`src/rtl/fma16_tv_pkg.sv`:
```
// Shared types and layout of the 72-bit test-vector word captured from an FMA16 unit.
package fma16_tv_pkg;

  localparam int unsigned TV_W     = 72;
  localparam int unsigned RES_LSB  = 0;
  localparam int unsigned CTRL_LSB = 16;
  localparam int unsigned Z_LSB    = 24;
  localparam int unsigned Y_LSB    = 40;
  localparam int unsigned X_LSB    = 56;

  typedef enum logic [1:0] {
    ST_IDLE    = 2'd0,
    ST_CAPTURE = 2'd1,
    ST_FULL    = 2'd2,
    ST_DONE    = 2'd3
  } tv_state_e;

  function automatic logic [7:0] pack_ctrl(input logic [1:0] roundmode,
                                           input logic mul, input logic add,
                                           input logic negp, input logic negz);
    return {2'b00, roundmode, mul, add, negp, negz};
  endfunction

endpackage

```
`src/rtl/fma16_tvcap_if.sv`:
```
// Sample, control and readout signals of the test-vector capture buffer.
interface fma16_tvcap_if #(parameter int unsigned DEPTH = 16);
  localparam int unsigned CW = $clog2(DEPTH) + 1;

  logic        start, stop, in_valid;
  logic [15:0] x, y, z, result;
  logic [1:0]  roundmode;
  logic        mul, add, negp, negz;
  logic        rd_en;
  logic [71:0] rd_data;
  logic        rd_valid;
  logic [CW-1:0] count;
  logic        full, empty, overflow;
  fma16_tv_pkg::tv_state_e state;

  modport master (
    output start, stop, in_valid, x, y, z, result, roundmode, mul, add, negp, negz, rd_en,
    input  rd_data, rd_valid, count, full, empty, overflow, state
  );

  modport slave (
    input  start, stop, in_valid, x, y, z, result, roundmode, mul, add, negp, negz, rd_en,
    output rd_data, rd_valid, count, full, empty, overflow, state
  );
endinterface

```
`src/rtl/fma16_tv_fifo.sv`:
```
// Synchronous FIFO with wrapping pointers, separate count and a registered read port.
module fma16_tv_fifo #(
  parameter int unsigned DEPTH = 16,
  parameter int unsigned W     = 72
) (
  input  logic                       clk,
  input  logic                       reset,
  input  logic                       flush,
  input  logic                       wr_en,
  input  logic [W-1:0]               wr_data,
  input  logic                       rd_en,
  output logic [W-1:0]               rd_data,
  output logic                       rd_valid,
  output logic [$clog2(DEPTH):0]     count
);
  localparam int unsigned AW = $clog2(DEPTH);
  localparam int unsigned CW = AW + 1;

  logic [W-1:0]  mem [DEPTH];
  logic [AW-1:0] wptr, rptr;
  logic          do_rd;

  assign do_rd = rd_en && (count != '0) && !flush;

  // A write alongside a flush lands in slot 0 so it becomes the first word.
  always_ff @(posedge clk) begin
    if (wr_en && !reset)
      mem[flush ? '0 : wptr] <= wr_data;
  end

  always_ff @(posedge clk) begin
    if (reset) begin
      wptr     <= '0;
      rptr     <= '0;
      count    <= '0;
      rd_valid <= 1'b0;
      rd_data  <= '0;
    end else if (flush) begin
      wptr     <= AW'(wr_en);
      rptr     <= '0;
      count    <= CW'(wr_en);
      rd_valid <= 1'b0;
    end else begin
      wptr     <= wptr + AW'(wr_en);
      rptr     <= rptr + AW'(do_rd);
      count    <= count + CW'(wr_en) - CW'(do_rd);
      rd_valid <= do_rd;
      if (do_rd)
        rd_data <= mem[rptr];
    end
  end
endmodule

```
`src/rtl/fma16_tvcap.sv`:
```
// Captures FMA16 operand/control/result samples into a FIFO under a start/stop FSM.
module fma16_tvcap
  import fma16_tv_pkg::*;
#(
  parameter int unsigned DEPTH = 16
) (
  input logic           clk,
  input logic           reset,
  fma16_tvcap_if.slave  bus
);
  localparam int unsigned CW = $clog2(DEPTH) + 1;

  tv_state_e        state_q, state_d;
  logic [CW-1:0]    count;
  logic             full, empty, pop, wr, drop, overflow_q;
  logic [TV_W-1:0]  word;

  assign full  = (count == CW'(DEPTH));
  assign empty = (count == '0);

  // start flushes the buffer, so a pop in the same cycle is meaningless.
  assign pop  = bus.rd_en && (state_q != ST_IDLE) && !empty && !bus.start;
  assign wr   = bus.in_valid && (bus.start ||
                                 (state_q == ST_CAPTURE && !full) ||
                                 (state_q == ST_FULL && pop));
  assign drop = bus.in_valid && !bus.start && (state_q == ST_FULL) && !pop;

  always_comb begin
    word = '0;
    word[X_LSB    +: 16] = bus.x;
    word[Y_LSB    +: 16] = bus.y;
    word[Z_LSB    +: 16] = bus.z;
    word[CTRL_LSB +: 8]  = pack_ctrl(bus.roundmode, bus.mul, bus.add, bus.negp, bus.negz);
    word[RES_LSB  +: 16] = bus.result;
  end

  fma16_tv_fifo #(.DEPTH(DEPTH), .W(TV_W)) u_fifo (
    .clk      (clk),
    .reset    (reset),
    .flush    (bus.start),
    .wr_en    (wr),
    .wr_data  (word),
    .rd_en    (pop),
    .rd_data  (bus.rd_data),
    .rd_valid (bus.rd_valid),
    .count    (count)
  );

  always_ff @(posedge clk) begin
    if (reset) begin
      state_q    <= ST_IDLE;
      overflow_q <= 1'b0;
    end else begin
      state_q <= state_d;
      if (bus.start)
        overflow_q <= 1'b0;
      else if (drop)
        overflow_q <= 1'b1;
    end
  end

  always_comb begin
    state_d = state_q;
    if (bus.start) begin
      state_d = ST_CAPTURE;
    end else begin
      unique case (state_q)
        ST_CAPTURE: begin
          if (bus.stop)
            state_d = ST_DONE;
          else if (wr && !pop && count == CW'(DEPTH - 1))
            state_d = ST_FULL;
        end
        ST_FULL: begin
          if (bus.stop)
            state_d = ST_DONE;
          else if (pop && !wr)
            state_d = ST_CAPTURE;
        end
        default: state_d = state_q;
      endcase
    end
  end

  assign bus.count    = count;
  assign bus.full     = full;
  assign bus.empty    = empty;
  assign bus.overflow = overflow_q;
  assign bus.state    = state_q;
endmodule

```
`src/flat_wrapper.sv`:
```
// flat-port wrapper written by rule: the top's interface ports become plain ports
module fma16_tvcap_flat import fma16_tv_pkg::*;
#(
  parameter int unsigned DEPTH = 16
)
  (clk, reset, bus_start, bus_stop, bus_in_valid, bus_x, bus_y, bus_z, bus_result, bus_roundmode, bus_mul, bus_add, bus_negp, bus_negz, bus_rd_en, bus_rd_data, bus_rd_valid, bus_count, bus_full, bus_empty, bus_overflow, bus_state);
  fma16_tvcap_if #(.DEPTH(DEPTH)) bus_i ();
  input logic clk;
  input logic reset;
  input wire logic [$bits(bus_i.start)-1:0] bus_start;
  input wire logic [$bits(bus_i.stop)-1:0] bus_stop;
  input wire logic [$bits(bus_i.in_valid)-1:0] bus_in_valid;
  input wire logic [$bits(bus_i.x)-1:0] bus_x;
  input wire logic [$bits(bus_i.y)-1:0] bus_y;
  input wire logic [$bits(bus_i.z)-1:0] bus_z;
  input wire logic [$bits(bus_i.result)-1:0] bus_result;
  input wire logic [$bits(bus_i.roundmode)-1:0] bus_roundmode;
  input wire logic [$bits(bus_i.mul)-1:0] bus_mul;
  input wire logic [$bits(bus_i.add)-1:0] bus_add;
  input wire logic [$bits(bus_i.negp)-1:0] bus_negp;
  input wire logic [$bits(bus_i.negz)-1:0] bus_negz;
  input wire logic [$bits(bus_i.rd_en)-1:0] bus_rd_en;
  output wire logic [$bits(bus_i.rd_data)-1:0] bus_rd_data;
  output wire logic [$bits(bus_i.rd_valid)-1:0] bus_rd_valid;
  output wire logic [$bits(bus_i.count)-1:0] bus_count;
  output wire logic [$bits(bus_i.full)-1:0] bus_full;
  output wire logic [$bits(bus_i.empty)-1:0] bus_empty;
  output wire logic [$bits(bus_i.overflow)-1:0] bus_overflow;
  output wire logic [$bits(bus_i.state)-1:0] bus_state;
  assign bus_i.start = bus_start;
  assign bus_i.stop = bus_stop;
  assign bus_i.in_valid = bus_in_valid;
  assign bus_i.x = bus_x;
  assign bus_i.y = bus_y;
  assign bus_i.z = bus_z;
  assign bus_i.result = bus_result;
  assign bus_i.roundmode = bus_roundmode;
  assign bus_i.mul = bus_mul;
  assign bus_i.add = bus_add;
  assign bus_i.negp = bus_negp;
  assign bus_i.negz = bus_negz;
  assign bus_i.rd_en = bus_rd_en;
  assign bus_rd_data = bus_i.rd_data;
  assign bus_rd_valid = bus_i.rd_valid;
  assign bus_count = bus_i.count;
  assign bus_full = bus_i.full;
  assign bus_empty = bus_i.empty;
  assign bus_overflow = bus_i.overflow;
  assign bus_state = bus_i.state;
  fma16_tvcap #(.DEPTH(DEPTH)) u_core (.clk(clk), .reset(reset), .bus(bus_i));
endmodule
```
`config.mk`:
```
export PLATFORM = sky130hd
export DESIGN_NAME = fma16_tvcap_flat
export DESIGN_NICKNAME = d
export VERILOG_FILES = /design/src/rtl/fma16_tv_pkg.sv /design/src/rtl/fma16_tvcap_if.sv /design/src/rtl/fma16_tv_fifo.sv /design/src/rtl/fma16_tvcap.sv /design/src/flat_wrapper.sv
export SDC_FILE = /design/constraint.sdc
export NUM_CORES = 1
export LEC_CHECK = 0
export CORE_MARGIN = 10
export CORE_UTILIZATION = 60
export DETAILED_ROUTE_END_ITERATION = 10
export PLACE_DENSITY = 0.86
export SLEW_MARGIN = 5
export SYNTH_ARGS = -nofsm -noshare
export SYNTH_HDL_FRONTEND = slang
export SYNTH_SLANG_ARGS = --single-unit
export TNS_END_PERCENT = 5
```
`constraint.sdc`:
```
create_clock -name clk -period 22 [get_ports clk]
set_clock_uncertainty 0.05 [all_clocks]
set_input_delay 4.4 -clock clk [delete_from_list [all_inputs] [get_ports clk]]
set_output_delay 4.4 -clock clk [all_outputs]
set_load 0.1 [all_outputs]
```
==> results.cfg <==
[floorplan]
core-area_um2 = 74700
placement_row_count = 100
die_extent_in_y_um = 295.1
initial_utilization_pct = 60.80
die-area_um2 = 87090
boundaryPins = 159
die-width_um = 295.1

[routing]
initial_drt_pass_iterations = 5
drt-vias-per-instance = 6.880
drt-total-wl_um = 110000
wl_per_cell_um = 33.81
drt-initial-drc-count = 3017
remaining_drc_errors = 0
antenna_left = 0
route.vias.total = 22370

[place]
buffer_ports.inserted = 156
placement.cell_area_um2 = 48020
gpl.final_weighted_congestion = 0.8147
place_hpwl_um = 53800

[setup_path]
cp.depth = 6
reg2reg_slack_ps = 16900
worstReg2RegEnd = u_core.u_fifo.rd_data[55]
arrival_time_of_the_worst_setup_path_ps = 8370
crit_path_end = u_core.u_fifo.mem[13][32]
endpoint_kind = flop
crit_path_cell_trace = clkdlybuf4s50_1 -> nand4bb_1 -> o32ai_1 -> nand4_1 -> nor2_4 -> buf_4
cp_max_fo = 45
crit_path_max_incr_delay_ps = 970
cp_top_family = simple AND/OR/NAND/NOR gates
worst_setup_path_startpoint = bus_start
cp-start-kind = primary input
timing.setup.critical_path_class = in -> reg
worst-r2r-cell-count = 7
worst_r2r_startpoint = u_core.u_fifo.rptr[1]
crit_required_ps = 22230
critical_path_buf_inv_count = 2
cpMaxStageDelayCell = sky130_fd_sc_hd__nor2_4

[sta]
grt_setup_unrepaired = no
report.final.hold_viol_count = 0
max_clock_freq_ghz = 0.1229
tns_ps = 0
layout_min_cycle_time_ps = 8138
timing.hold.ws_ps = 431.1
finalMaxSlewViolations = 0
finalSetupViolCount = 0
tightestPinTransition_ps = 1375
final_worst_path_period_share_pct = 36.99
maxSlewHeadroom_pct = 8.330

[global_routing]
global_route_wire_length_before_repair_um = 162200
antenna_found_initial = 8
grt_max_degree = 182
first_global_vias = 23530
track_usage_pct = 25.44
grt_overflow = 0

[finish]
filler_cell_count = 4065
final_instance_area_um2 = 51690
ratio_of_cells_with_drive_above_1_in_the_final_layout_pct = 22.41
area.growth.synth_to_final_pct = 13.83
finalNetCount = 2276

[synth]
seq_area_frac_synth_pct = 77.89
synth_enable_flop_cells = 1120
post_synth_inst_count = 1989
async_flop_share_pct = 0
synth.lib_cells_used.distinct = 48
post_synth_instance_area_um2 = 45410
ys_seq_elements = 1207
synth-main-ff-cell = sky130_fd_sc_hd__edfxtp_1
post_synth.cell_area_avg_um2 = 22.83
yosys_warnings = 0

[power]
share_clk_of_total_power_pct = 42.3
leakage_uw = 0.01555
power.density_nw_per_um2 = 88.78
cell_internal_pwr_uw = 3658
power.combinational.fraction_pct = 2.8
vdd.ir_drop.worst_v = 0.00006461
sequentialPowerShare_pct = 54.9
sw_frac_of_total_pct = 20.30
p_sw_uw = 931.7

[clock_tree]
clockRootBuffer = sky130_fd_sc_hd__clkbuf_16
buffers_inserted_by_post_cts_timing_repair = 0
clkTransAtPathRegs_ps = 60
cts.path.max_buffers = 3
cts_made_buffers = 109
post_cts_resized = 0
clk_latency_ps = 680
clock_sink_count = 1207
cts-hold-fix-buffers = 0
h-tree-depth = 3
cts_tree = yes

[flow_run]
drv.max_cap_violation_count = 0

[worst_hold_path]
whs_path_depth = 2
hold_path.class = reg -> reg

[run_status]
status = completed
flip-flops by register name, summed over array words and instances, names as in the netlist:
signal / flops
u_core.u_fifo.count: 5
u_core.u_fifo.rd_valid: 1
u_core.u_fifo.wptr: 4
u_core.bus.overflow: 1
u_core.bus.state: 2
u_core.u_fifo.mem: 1120
u_core.u_fifo.rptr: 4
u_core.u_fifo.rd_data: 70
Yosys cell counts (5+ instances only):
library cell                number  area (um^2)
sky130_fd_sc_hd__nor2_1         30        112.6
sky130_fd_sc_hd__buf_1           9        33.78
sky130_fd_sc_hd__ha_1           11        137.6
sky130_fd_sc_hd__buf_6          14        157.7
sky130_fd_sc_hd__dfxtp_1        87         1742
sky130_fd_sc_hd__clkbuf_2        7        35.03
sky130_fd_sc_hd__edfxtp_1     1120        33630
sky130_fd_sc_hd__buf_4          11        82.58
sky130_fd_sc_hd__mux2i_1       140         1401
sky130_fd_sc_hd__a2bb2oi_1      70        613.1
sky130_fd_sc_hd__mux4_2        280         6306
sky130_fd_sc_hd__nor3_1          5        25.02
sky130_fd_sc_hd__a21oi_1         6        30.03
sky130_fd_sc_hd__clkbuf_1       21        78.83
sky130_fd_sc_hd__inv_1           9        33.78
sky130_fd_sc_hd__o21ai_0        51        255.2
sky130_fd_sc_hd__o21ai_1        20        100.1
sky130_fd_sc_hd__nand2_1         7        26.28
sky130_fd_sc_hd__buf_2          43        215.2
cell type report:
type / count / area [um^2] / area share [%]
sequential: 1207 / 35390 / 68.45
multi-input combinational: 668 / 9532 / 18.44
clock buffer: 144 / 3023 / 5.848
timing repair buffer: 192 / 1857 / 3.592
tap: 969 / 1212 / 2.345
clock inverter: 59 / 640.6 / 1.239
inverter: 10 / 37.54 / 0.07261
antenna: 3 / 7.507 / 0.01452
through the flow:
step	instances	setup WS [ps]	utilization, %	total power, uW
2_1_floorplan	1990	9395	-	2630
3_3_place_gp	3046	13650	64.29	2685
3_5_place_dp	3046	13300	64.29	2693
4_1_cts	3249	13980	69.20	4607
5_1_grt	3252	13760	69.21	4691
6_report	3252	13860	69.21	4590
worst min-delay path by stage:
stage	startpoint	end
after floorplan	u_core.u_fifo.wptr[3]	u_core.u_fifo.wptr[3]
after global placement	u_core.u_fifo.rd_data[5]	u_core.u_fifo.rd_data[5]
after detailed placement	u_core.u_fifo.rd_data[53]	u_core.u_fifo.rd_data[53]
after CTS	u_core.u_fifo.rd_data[54]	u_core.u_fifo.rd_data[54]
after global routing	u_core.u_fifo.rd_data[13]	u_core.u_fifo.rd_data[13]
final	u_core.u_fifo.rd_data[62]	u_core.u_fifo.rd_data[62]
worst min-delay path: stages, from the launching register on:
cell	delay, ps
sky130_fd_sc_hd__dfxtp_1	330
sky130_fd_sc_hd__a2bb2oi_1	60
sky130_fd_sc_hd__o21ai_0	60
power by group through the flow:
stage / clock, uW / combinational, uW / sequential (uW)
after floorplan: 0 / 39.2 / 2590
after global placement: 0 / 116 / 2570
final: 1940 / 127 / 2520
after global routing: 2040 / 133 / 2520
after detailed placement: 0 / 124 / 2570
after CTS: 1960 / 126 / 2520
placed cells by master, fill, tap and decap left out, drive strengths merged, types with 9 or more instances in the layout:
master         netlist  final
edfxtp            1120   1120
mux4               280    280
clkdlybuf4s50        0    156
clkbuf              28    144
mux2i              140    140
dfxtp               87     87
o21ai               71     71
a2bb2oi             70     70
clkinv               0     38
buf                 77     36
nor2                30     30
bufinv               0     12
ha                  11     11
inv                 10     10
clkinvlp             0      9
kinds of logic (layout without fill, tap and decap cells):
group | Yosys count | count (layout) | synth area share (%)
AOI/OAI and AO/OA | 155 | 155 | 2.378
and+or+nand+nor | 72 | 72 | 0.8569
buffers and inverters | 115 | 405 | 1.411
muxes | 420 | 420 | 16.97
other | 1 | 5 | 0.008257
xor gates and xnor gates | 7 | 7 | 0.1350
DFF | 1207 | 1207 | 77.89
adders and majority gates | 12 | 12 | 0.3471
routing by layer:
| metal | part of all wire (%) | global-route usage (%) |
|---|---|---|
| met5 | 0.052 | 0 |
| met4 | 3.6 | 10.09 |
| met3 | 9.0 | 4.148 |
| met2 | 51 | 42.76 |
| met1 | 36 | 33.30 |
(Power assumes the default switching activity.)
